`config.mk`:
```
export PLATFORM = sky130hd
export DESIGN_NAME = fp_custom_mult_rne
export DESIGN_NICKNAME = d
export VERILOG_FILES = /design/src/rtl/fp_custom_mult_rne.sv
export SDC_FILE = /design/constraint.sdc
export NUM_CORES = 1
export LEC_CHECK = 0
export BUFFER_PORTS_ARGS = -buffer_cell sky130_fd_sc_hd__buf_2
export CAP_MARGIN = 20
export CORE_MARGIN = 2
export CORE_UTILIZATION = 60
export DETAILED_ROUTE_END_ITERATION = 8
export PLACE_DENSITY = 0.87
export SKIP_LAST_GASP = 1
export SYNTH_ARGS = -nofsm -noshare
export SYNTH_HDL_FRONTEND = slang
export SYNTH_SLANG_ARGS = --single-unit
```
`constraint.sdc`:
```
create_clock -name Clk_i -period 11.7 [get_ports Clk_i]
set_input_delay 1.17 -clock Clk_i [delete_from_list [all_inputs] [get_ports Clk_i]]
set_output_delay 1.17 -clock Clk_i [all_outputs]
set_load 0.05 [all_outputs]
```
`src/rtl/fp_custom_mult_rne.sv`:
```
// Floating-point multiplier for the {sign, exp, man} format with round-to-nearest-even,
// overflow saturation and underflow flush. Four-stage pipeline with a global stall
// driven by output backpressure.
module fp_custom_mult_rne #(
    parameter int unsigned ManWidth   = 16,
    parameter int unsigned ExpWidth   = 6,
    localparam int unsigned InOutWidth = 1 + ExpWidth + ManWidth
) (
    input  logic                  Clk_i,
    input  logic                  RstN_i,
    input  logic [InOutWidth-1:0] A_i,
    input  logic [InOutWidth-1:0] B_i,
    input  logic                  Nd_i,
    output logic                  Ready_o,
    output logic [InOutWidth-1:0] Result_o,
    output logic                  ResultValid_o,
    input  logic                  ResultReady_i,
    output logic                  Overflow_o,
    output logic                  Underflow_o
);

    localparam int unsigned ProdWidth = 2 * ManWidth + 2;
    localparam int unsigned ExpSWidth = ExpWidth + 2;
    localparam logic signed [ExpSWidth-1:0] Bias    = ExpSWidth'((1 << (ExpWidth - 1)) - 1);
    localparam logic signed [ExpSWidth-1:0] MaxExp  = ExpSWidth'((1 << ExpWidth) - 1);
    localparam logic signed [ExpSWidth-1:0] ExpZero = '0;

    logic stall;
    logic accept;

    // Stage 1: captured operands
    logic                s1Valid, s1Sign, s1Zero;
    logic [ExpWidth-1:0] s1ExpA, s1ExpB;
    logic [ManWidth-1:0] s1ManA, s1ManB;

    // Stage 2: raw product and unnormalised exponent
    logic                        s2Valid, s2Sign, s2Zero;
    logic [ProdWidth-1:0]        s2Prod;
    logic signed [ExpSWidth-1:0] s2Exp;

    // Stage 3: rounded mantissa and post-rounding exponent
    logic                        s3Valid, s3Sign, s3Zero;
    logic [ManWidth-1:0]         s3Man;
    logic signed [ExpSWidth-1:0] s3Exp;

    // Stage 4: output register
    logic                  resultValidQ, overflowQ, underflowQ;
    logic [InOutWidth-1:0] resultQ;

    assign stall   = resultValidQ & ~ResultReady_i;
    assign Ready_o = ~stall;
    assign accept  = Nd_i & Ready_o;

    // Stage 1 register: latch operands and flag zero/denormal inputs
    always_ff @(posedge Clk_i or negedge RstN_i) begin
        if (!RstN_i) begin
            s1Valid <= 1'b0;
            s1Sign  <= 1'b0;
            s1Zero  <= 1'b0;
            s1ExpA  <= '0;
            s1ExpB  <= '0;
            s1ManA  <= '0;
            s1ManB  <= '0;
        end else if (!stall) begin
            s1Valid <= accept;
            if (accept) begin
                s1Sign <= A_i[InOutWidth-1] ^ B_i[InOutWidth-1];
                s1Zero <= (A_i[InOutWidth-2 -: ExpWidth] == '0)
                        | (B_i[InOutWidth-2 -: ExpWidth] == '0);
                s1ExpA <= A_i[InOutWidth-2 -: ExpWidth];
                s1ExpB <= B_i[InOutWidth-2 -: ExpWidth];
                s1ManA <= A_i[ManWidth-1:0];
                s1ManB <= B_i[ManWidth-1:0];
            end
        end
    end

    logic [ProdWidth-1:0] mantA, mantB, prod;
    logic signed [ExpSWidth-1:0] expSum;

    // Stage 2 datapath: 1.m x 1.m and biased exponent sum
    always_comb begin
        mantA  = ProdWidth'({1'b1, s1ManA});
        mantB  = ProdWidth'({1'b1, s1ManB});
        prod   = mantA * mantB;
        expSum = ExpSWidth'(s1ExpA) + ExpSWidth'(s1ExpB) - Bias;
    end

    // Stage 2 register
    always_ff @(posedge Clk_i or negedge RstN_i) begin
        if (!RstN_i) begin
            s2Valid <= 1'b0;
            s2Sign  <= 1'b0;
            s2Zero  <= 1'b0;
            s2Prod  <= '0;
            s2Exp   <= '0;
        end else if (!stall) begin
            s2Valid <= s1Valid;
            s2Sign  <= s1Sign;
            s2Zero  <= s1Zero;
            s2Prod  <= prod;
            s2Exp   <= expSum;
        end
    end

    logic [ProdWidth-1:0]        shifted;
    logic [ManWidth-1:0]         field;
    logic                        guard, sticky, roundUp;
    logic [ManWidth:0]           rounded;
    logic signed [ExpSWidth-1:0] expNorm, expRnd;

    // Stage 3 datapath: normalise so the hidden 1 sits at the top, then round half-to-even
    always_comb begin
        shifted = s2Prod[ProdWidth-1] ? s2Prod : (s2Prod << 1);
        field   = shifted[ProdWidth-2 -: ManWidth];
        guard   = shifted[ManWidth];
        sticky  = |shifted[ManWidth-1:0];
        expNorm = s2Exp + ExpSWidth'(s2Prod[ProdWidth-1]);
        roundUp = guard & (sticky | field[0]);
        rounded = {1'b0, field} + (ManWidth+1)'(roundUp);
        // A carry out leaves the mantissa bits at zero, i.e. exactly 2.0 -> 1.0 x 2
        expRnd  = expNorm + ExpSWidth'(rounded[ManWidth]);
    end

    // Stage 3 register
    always_ff @(posedge Clk_i or negedge RstN_i) begin
        if (!RstN_i) begin
            s3Valid <= 1'b0;
            s3Sign  <= 1'b0;
            s3Zero  <= 1'b0;
            s3Man   <= '0;
            s3Exp   <= '0;
        end else if (!stall) begin
            s3Valid <= s2Valid;
            s3Sign  <= s2Sign;
            s3Zero  <= s2Zero;
            s3Man   <= rounded[ManWidth-1:0];
            s3Exp   <= expRnd;
        end
    end

    logic [InOutWidth-1:0] resultD;
    logic                  overflowD, underflowD;

    // Stage 4 datapath: zero input, flush, saturate or pass the finite value
    always_comb begin
        resultD    = {s3Sign, {(InOutWidth-1){1'b0}}};
        overflowD  = 1'b0;
        underflowD = 1'b0;
        if (s3Zero) begin
            resultD = {s3Sign, {(InOutWidth-1){1'b0}}};
        end else if (s3Exp <= ExpZero) begin
            underflowD = 1'b1;
        end else if (s3Exp > MaxExp) begin
            resultD   = {s3Sign, {(InOutWidth-1){1'b1}}};
            overflowD = 1'b1;
        end else begin
            resultD = {s3Sign, s3Exp[ExpWidth-1:0], s3Man};
        end
    end

    // Output register; data only reloads for real results so bubbles leave it untouched
    always_ff @(posedge Clk_i or negedge RstN_i) begin
        if (!RstN_i) begin
            resultValidQ <= 1'b0;
            resultQ      <= '0;
            overflowQ    <= 1'b0;
            underflowQ   <= 1'b0;
        end else if (!stall) begin
            resultValidQ <= s3Valid;
            if (s3Valid) begin
                resultQ    <= resultD;
                overflowQ  <= overflowD;
                underflowQ <= underflowD;
            end
        end
    end

    assign Result_o      = resultQ;
    assign ResultValid_o = resultValidQ;
    assign Overflow_o    = overflowQ;
    assign Underflow_o   = underflowQ;

endmodule
```
* Word level (Yosys, flattened, before mapping)
Cells that the tools add are included.
** Word-level totals
- Bits in registers :: 145
- Latch bits :: 0
- Bits in writable memories :: 0
- ROM bits :: 0
- Memories :: 0
** Cells by class
- Add/subtract/negate cells :: 5
- Multipliers :: 1
- Div/mod/pow operators :: 0
- $lt $le $gt $ge :: 2
- Equal/unequal tests :: 0
- Shifts and indexed selects :: 0
- Mux-type cells :: 9
- Bitwise operators :: 8
- Reduce and logical (&&, ||, !) cells :: 5
** Operators with widths (count)
- $mux W22 :: 3
- $mul A17 B17 Y34 :: 1
- $mux W33 :: 1
- $add A16 B1 Y17 :: 1
- $add A8 B1 Y8 :: 2
- $reduce_or A16 Y1 :: 1
- $logic_not A6 Y1 :: 2
- $gt A8 B7 Y1 const B :: 1
- $le A8 B1 Y1 const B :: 1
- $sub A7 B5 Y8 const B :: 1
- $add A6 B6 Y7 :: 1
- $mux W1 :: 5
- $reduce_and A2 Y1 :: 2
- $and A1 B1 Y1 :: 3
- $not A1 Y1 :: 2
- $or A1 B1 Y1 :: 2
- $xor A1 B1 Y1 :: 1

* Depth between registers and ports, before layout
Gate-level depths: netlist (run 1).
- Depth in word-level cells :: 6
- Gate-level depth with buffers :: 22

* Least setup slack after synthesis (run 1)
Ideal clock, no wire load.
- Kind :: reg-to-reg
- Start :: register s1ManB[10]
- End :: register s2Prod[31]
- Library setup time :: 132 ps
- Data arrival time :: 5757 ps
- Setup slack :: 5811 ps
- Cell stages (with the launch flop) :: 21
- Path buffers :: 2
- Cells stage by stage :: dfrtp_1 > clkbuf_1 > clkbuf_1 > nand2_1 > fa_1 > inv_1 > fa_1 > fa_1 > fa_1 > fa_1 > inv_1 > fa_1 > inv_1 > ha_1 > a21o_1 > a21o_1 > o41a_1 > a21o_1 > a31oi_2 > xnor2_1 > o21ai_1
** Between the ends
- Cells in the longest elaborated chain, start to end :: 1
** RTL lines
- start: declaration :: RTL line 34 : logic [ManWidth-1:0] s1ManA, s1ManB;
- start signal: assignment :: RTL line 73 : s1ManB <= B_i[ManWidth-1:0];
- $mul A17 B17 Y34 :: RTL line 85 : prod = mantA * mantB;
- end signal: assignment :: RTL line 101 : s2Prod <= prod;
- end: declaration :: RTL line 38 : logic [ProdWidth-1:0] s2Prod;
No other way between the ends.
A chain may end at the register's enable or synchronous reset.

* Worst setup path after layout (run 1)
- Start :: register s1ManA[8]
- End :: register s2Prod[32]
** Between the ends
- Cells in the longest elaborated chain, start to end :: 1
** RTL lines
- start: declaration :: RTL line 34
- start signal: assignment :: RTL line 72 : s1ManA <= A_i[ManWidth-1:0];
- $mul A17 B17 Y34 :: RTL line 85
No other way between the ends.

==> impl_metrics.yaml, run 1 <==
worst_setup_path:
  cp-start-kind: "flip-flop"
  reg2reg_to: "s2Prod[32]"
  cp-startpoint: "s1ManA[8]"
  worst_ep_arrival_time_ps: 6620
  cp_num_buf_inv: 3
  required_ps: 12030
  reg2reg_from: "s1ManA[8]"
  path_common_cell: "fa_1"
  crit_family: "adder cells"
  slowest_stage: "dfrtp_1"
  r2r_slack_ps: 5400
  cpPeakStageDelay_ps: 760
  cp_cell_sequence: "nand2_1 -> fa_1 -> inv_1 -> fa_1 -> fa_1 -> fa_1 -> fa_1 -> inv_1 -> fa_1 -> inv_1 -> ha_1 -> a21oi_1 -> o21a_1 -> nor2_1 -> nor3_1 -> a211oi_2 -> or3_1 -> o311ai_1"
  critical_path_class: "reg -> reg"
  endpoint_kind: "flip-flop"
  path_max_fanout: 18
  reg2reg_depth: 18
cts:
  cts.repair.resized: 0
  cts_tree: "built"
  clk_latency_ps: 450
  clockRootBuffer: "clkbuf_16"
  numCtsBuffers: 17
  htree_levels: 4
  post_cts_buffers: 0
  cts_max_path_buffers: 2
  cts.sinks: 145
  cts_hold_buf: 0
  clk_pin_slew_worst_paths_ps: 70
drt:
  drt_iter0_markers: 1148
  viasPerCell: 5.77
  drc_errors: 4
  drt_wl_total_um: 38800
  drtPass1Iterations: 9
  post_drt_wl_per_cell_um: 18.4
  vias: 12100
  drt.antenna.violating_nets: 0
global_routing:
  antenna_found_initial: 0
  grt_pass1_vias: 12600
  grt_pass1_wl_um: 63700
  grt_max_degree: 89
  grt_use_total_pct: 28.8
  grt_overflow_total: 0
cells_and_area:
  drive_gt1_share_pct: 10.8
  design_area_sq_um: 17200
  synthToLayoutAreaGrowth_pct: 7.21
  fin_nets: 2153
  num_antenna_cells: 0
die:
  initial_core_util_pct: 61.3
  fp.coreArea_sq_um: 26100
  fp-row-count: 59
  dieArea_sq_um: 28000
  die_x_um: 167
  die_h_um: 167
  ios: 77
synthesis:
  ys_ff_latch: 145
  synth.distinct_cells: 72
  postSynthAreaPerCell_sq_um: 9.24
  yosysTopAreaCell: "fa_1"
  synth-edff-count: 0
  synth.most_common_cell: "inv_1"
  synthTopCellsByArea: "fa_1, dfrtp_1, ha_1"
  netlist_area_sq_um: 16000
  synth_flop_cell: "dfrtp_1"
  ys_seq_area_share_pct: 22.6
  synth_warnings: 0
  synth_common_cells: "inv_1, nand2_1, fa_1, dfrtp_1, ha_1"
  synth_top_area_share_pct: 28.2
  syn_inst: 1735
  syn_nets: 2131
  async_flop_share_pct: 100
timing:
  min_period_ps: 6300
  fin_tns_setup_ps: 0
  finalCritPeriodShare_pct: 53.8
  finalClockSkew_ps: 18.5
  finalHoldViolCount: 0
  setup-violations-final: 0
  whs_ps: 473
  max_slew_margin_pct: 30.2
  fmax_mhz: 159
  rsz0062_at_grt: "no"
  worstMarginPinSlew_ps: 1050
  drv_slew: 0
hold_path:
  whs_endpoint: "s3Sign"
  min_from: "s3Sign"
  hold_depth: 2
  min_path_type: "reg -> reg"
outcome:
  outcome: "finished, violations left"
  violations: "design-rule violations"
place:
  portBuffers: 76
  placed_cell_area_sq_um: 16600
  dpl.hpwl_um: 29600
  place_congestion: 0.983
run:
  maxCapViolations: 0
## worst max-delay path by stage
stage / end / cells after the start
final: s2Prod[32] / 18
after global routing: s2Prod[28] / 18
after CTS: s2Prod[32] / 18
after detailed placement: s2Prod[28] / 18
after global placement: s2Prod[31] / 18
after floorplan: s2Prod[31] / 20
## sequential cells by signal, indices dropped and copies added, names as in the netlist
name,count
s2Valid,1
s1ManB,16
s1ExpA,6
s1Valid,1
ResultValid_o,1
s3Exp,8
s3Zero,1
s1Zero,1
s1Sign,1
s2Prod,34
s1ManA,16
Overflow_o,1
s1ExpB,6
s3Valid,1
s3Sign,1
s2Zero,1
Underflow_o,1
Result_o,23
s2Sign,1
s2Exp,8
s3Man,16
## layout make-up
cell class                 count  area [sq um]
fill                        1948          8940
sequential                   145          3630
timing repair buffer          81           424
multi-input combinational   1211         11000
clock buffer                  18           429
inverter                     301          1130
clock inverter                14           188
tap                          335           419
## cells in the final DEF (no fill, tap or decap), drive strengths merged, types with 9 or more instances in the layout
master	instances
a211oi	9
a21o	11
a21oi	63
and2	99
buf	81
clkbuf	18
dfrtp	145
fa	226
ha	120
inv	311
mux2	51
nand2	289
nand3	21
nand4	12
nor2	85
nor3	11
nor4	10
o21ai	62
xnor2	24
xor2	30
## routing by layer
metal	up-vias	GRT usage, %	routed length (um)
met1	6012	38.2	15400
met2	568	47.6	18900
met3	118	5.20	3030
met5	-	0	0
met4	0	11.0	1430
li1	5443	-	-
## cells by family after synthesis
kind of cell | share of synthesized area, %
mux | 4.04
simple gates | 15.9
compound gates | 7.87
buf+inv | 9.01
flops | 22.6
fa+ha+maj | 37.6
xor+xnor | 2.95
## through the flow
| step | worst slack [ps] | util [%] | cells |
|---|---|---|---|
| 6_report | 5400 | 65.8 | 2105 |
| 5_1_grt | 5120 | 65.8 | 2105 |
| 4_1_cts | 5460 | 65.8 | 2105 |
| 3_5_place_dp | 5460 | 63.4 | 2073 |
| 3_3_place_gp | 5680 | 63.4 | 2073 |
| 2_1_floorplan | 5810 | - | 1735 |
## tightest hold or removal path: cells and delay by family (launching register included)
kind | cells | cell delay [ps]
and+or+nand+nor | 2 | 100
DFF | 1 | 340
Power of run 1 is left out: the tool's default activity adds up to more than one toggle a clock period on the data nets, which glitch-free logic cannot reach.
==> inputs of run 2 (changes only) <==
ABC_AREA = 1   (was default)
CORE_UTILIZATION = 58   (was 60)
PLACE_DENSITY = 0.88   (was 0.87)
clock period = 5.5 ns   (was 11.7 ns; I/O delays follow)
==> impl_metrics.yaml, run 2 <==
cts:
  clk_pin_slew_worst_paths_ps: 70
  cts_max_path_buffers: 2
  clk_latency_ps: 440
  cts.sinks: 145
  clockRootBuffer: "clkbuf_16"
  htree_levels: 4
  cts_hold_buf: 0
  numCtsBuffers: 17
  cts_tree: "built"
synthesis:
  synth-edff-count: 0
  postSynthAreaPerCell_sq_um: 7.52
  synth.most_common_cell: "nand2_1"
  synth-xor-area-share_pct: 0.836
  ys_seq_area_share_pct: 21.6
  muxShareOfSynthArea_pct: 0
  synth_top_family_by_area: "adder cells"
  async_flop_share_pct: 100
  yosysTopAreaCell: "fa_1"
  netlist_area_sq_um: 16800
  synth_warnings: 0
  syn_nets: 2627
  synth_compound_area_share_pct: 4.78
  synth-simple-area-share_pct: 22.4
  synthTopCellsByArea: "fa_1, dfrtp_1, nand2_1"
  synth_common_cells: "nand2_1, inv_1, fa_1, dfrtp_1, ha_1"
  synth_top_area_share_pct: 27.0
  syn_inst: 2231
  synthAdderAreaFrac_pct: 35.9
  synth_flop_cell: "dfrtp_1"
  ys_ff_latch: 145
  synth.distinct_cells: 41
place:
  dp.cells: 2650
  portBuffers: 76
  dpl.hpwl_um: 32800
  post-place-ws_ps: -142
  placed_cell_area_sq_um: 17700
  place_congestion: 0.946
die:
  ios: 77
  fp-row-count: 62
  die_h_um: 174
  initial_core_util_pct: 58.6
  dieArea_sq_um: 30300
  die_x_um: 174
  fp.coreArea_sq_um: 28600
worst_setup_path:
  path_max_fanout: 6
  worst_ep_arrival_time_ps: 5680
  r2r_slack_ps: 150
  critical_path_class: "reg -> reg"
  required_ps: 5830
  endpoint_kind: "flip-flop"
  cp-start-kind: "flip-flop"
global_routing:
  antenna_found_initial: 0
  gr-usage-met1_pct: 35.7
  grt_busiest_layer: "met2"
  met2_usage_pct: 50.9
  grt_pass1_vias: 14600
  grt_pass1_wl_um: 69400
  grt_use_total_pct: 28.6
  gr-usage-met3_pct: 4.22
  grt_overflow_total: 0
  grt_max_degree: 103
drt:
  drt.antenna.violating_nets: 0
  drt_iter0_markers: 1640
  drc_errors: 0
  vias: 14500
  drt_wl_total_um: 43700
  post_drt_wl_per_cell_um: 16.2
  viasPerCell: 5.36
  drtPass1Iterations: 6
hold_path:
  min_path_type: "in -> async"
cells_and_area:
  regMostFlops: "s2Prod"
  mostFrequentLayoutCells: "nand2_1, inv_1, fa_1"
  synthToLayoutAreaGrowth_pct: 12.2
  largest_reg_flops: 34
  fin_nets: 2703
  design_area_sq_um: 18800
  drive_gt1_share_pct: 12.7
  num_antenna_cells: 0
  multi_input_area_sq_um: 11000
  final_common_cell: "nand2_1"
  finalNonFillerCells: 2704
  regArea_sq_um: 3660
  n_fill_cell: 2204
timing:
  setup-violations-final: 0
  finalHoldViolCount: 0
  min_period_ps: 5350
  whs_ps: 198
  worstMarginPinSlew_ps: 1040
  fmax_mhz: 187
  max_slew_margin_pct: 30.4
  final.setup.worst_slack_ps: 148
  finalClockSkew_ps: 15.0
  finalCritPeriodShare_pct: 97.3
  drv_slew: 0
run:
  maxCapViolations: 0
outcome:
  outcome: "finished clean"
run 2: cell types whose count changed in the layout (fill, tap and decap cells not counted), moves of 26 or more:
cell     before  now
mux2_2       50    0
buf_4         5   67
and2_1       99    2
inv_1       300  530
a21oi_1      60   29
nand2_1     287  736
nand3_1      20   65
xor2_1       30    4
run 2: final cells by class:
cell class | count | area share (%)
Clock buffer | 17 | 2.26
Clock inverter | 15 | 1.01
Inverter | 537 | 10.7
Multi-Input combinational cell | 1451 | 58.3
Sequential cell | 145 | 19.4
Tap cell | 384 | 2.55
Timing Repair Buffer | 155 | 5.73
run 2: cells by family (layout without fill, tap and decap cells):
group	count (synthesis)	count (layout)
buffers and inverters	635	724
AOI/OAI and AO/OA	143	143
and+or+nand+nor	946	946
adders and majority gates	346	346
xor gates and xnor gates	16	16
DFF	145	145
run 2: metal layers:
metal  routed length [um]  part of all wire (%)
met3                 3410                   7.8
met1                16800                    38
met5                    0                     0
met2                21500                    49
met4                 1990                   4.6
run 2: final timing paths:
| path | start | endpoint | cells past startpoint |
|---|---|---|---|
| min in group Clk_i | B_i[13] | s1ManB[13] | 3 |
| worst min register to register | s2Prod[2] | s2Prod[2] | 2 |
| worst max-delay path | s1ManA[15] | s2Prod[28] | 22 |
| worst min-delay path | RstN_i | s1ManB[2] | 1 |
| worst max register to register | s1ManA[15] | s2Prod[28] | 22 |
| max in group asynchronous | RstN_i | s1ManA[1] | 2 |
run 2: per-stage QoR:
stage | util [%] | TNS [ps]
6_report | 65.7 | 0
3_5_place_dp | 61.8 | -202
4_1_cts | 64.0 | 0
2_1_floorplan | - | 0
3_3_place_gp | 61.8 | -78.8
5_1_grt | 65.7 | -527
run 2: critical path: stages, from the launching register on:
cell and delay (ps):
dfrtp_2 490, nand2_1 110, inv_1 80, fa_1 530, inv_1 70, fa_1 530, inv_1 70, fa_1 510
inv_1 60, fa_1 590, fa_1 470, fa_1 500, inv_1 60, ha_4 310, nand2_2 90, nor2_4 120
inv_1 90, o21bai_4 180, nand2_1 90, nand3_1 80, nand2_1 60, nand3_2 90, nand2_1 60
run 2: what timing repair did:
action	CTS	global route
gates resized for setup	14	78
pin swaps	0	10
endpoints found under the setup margin	11	21
setup buffers	0	22
gates cloned	0	0
Power of run 2 is left out for the same reason.
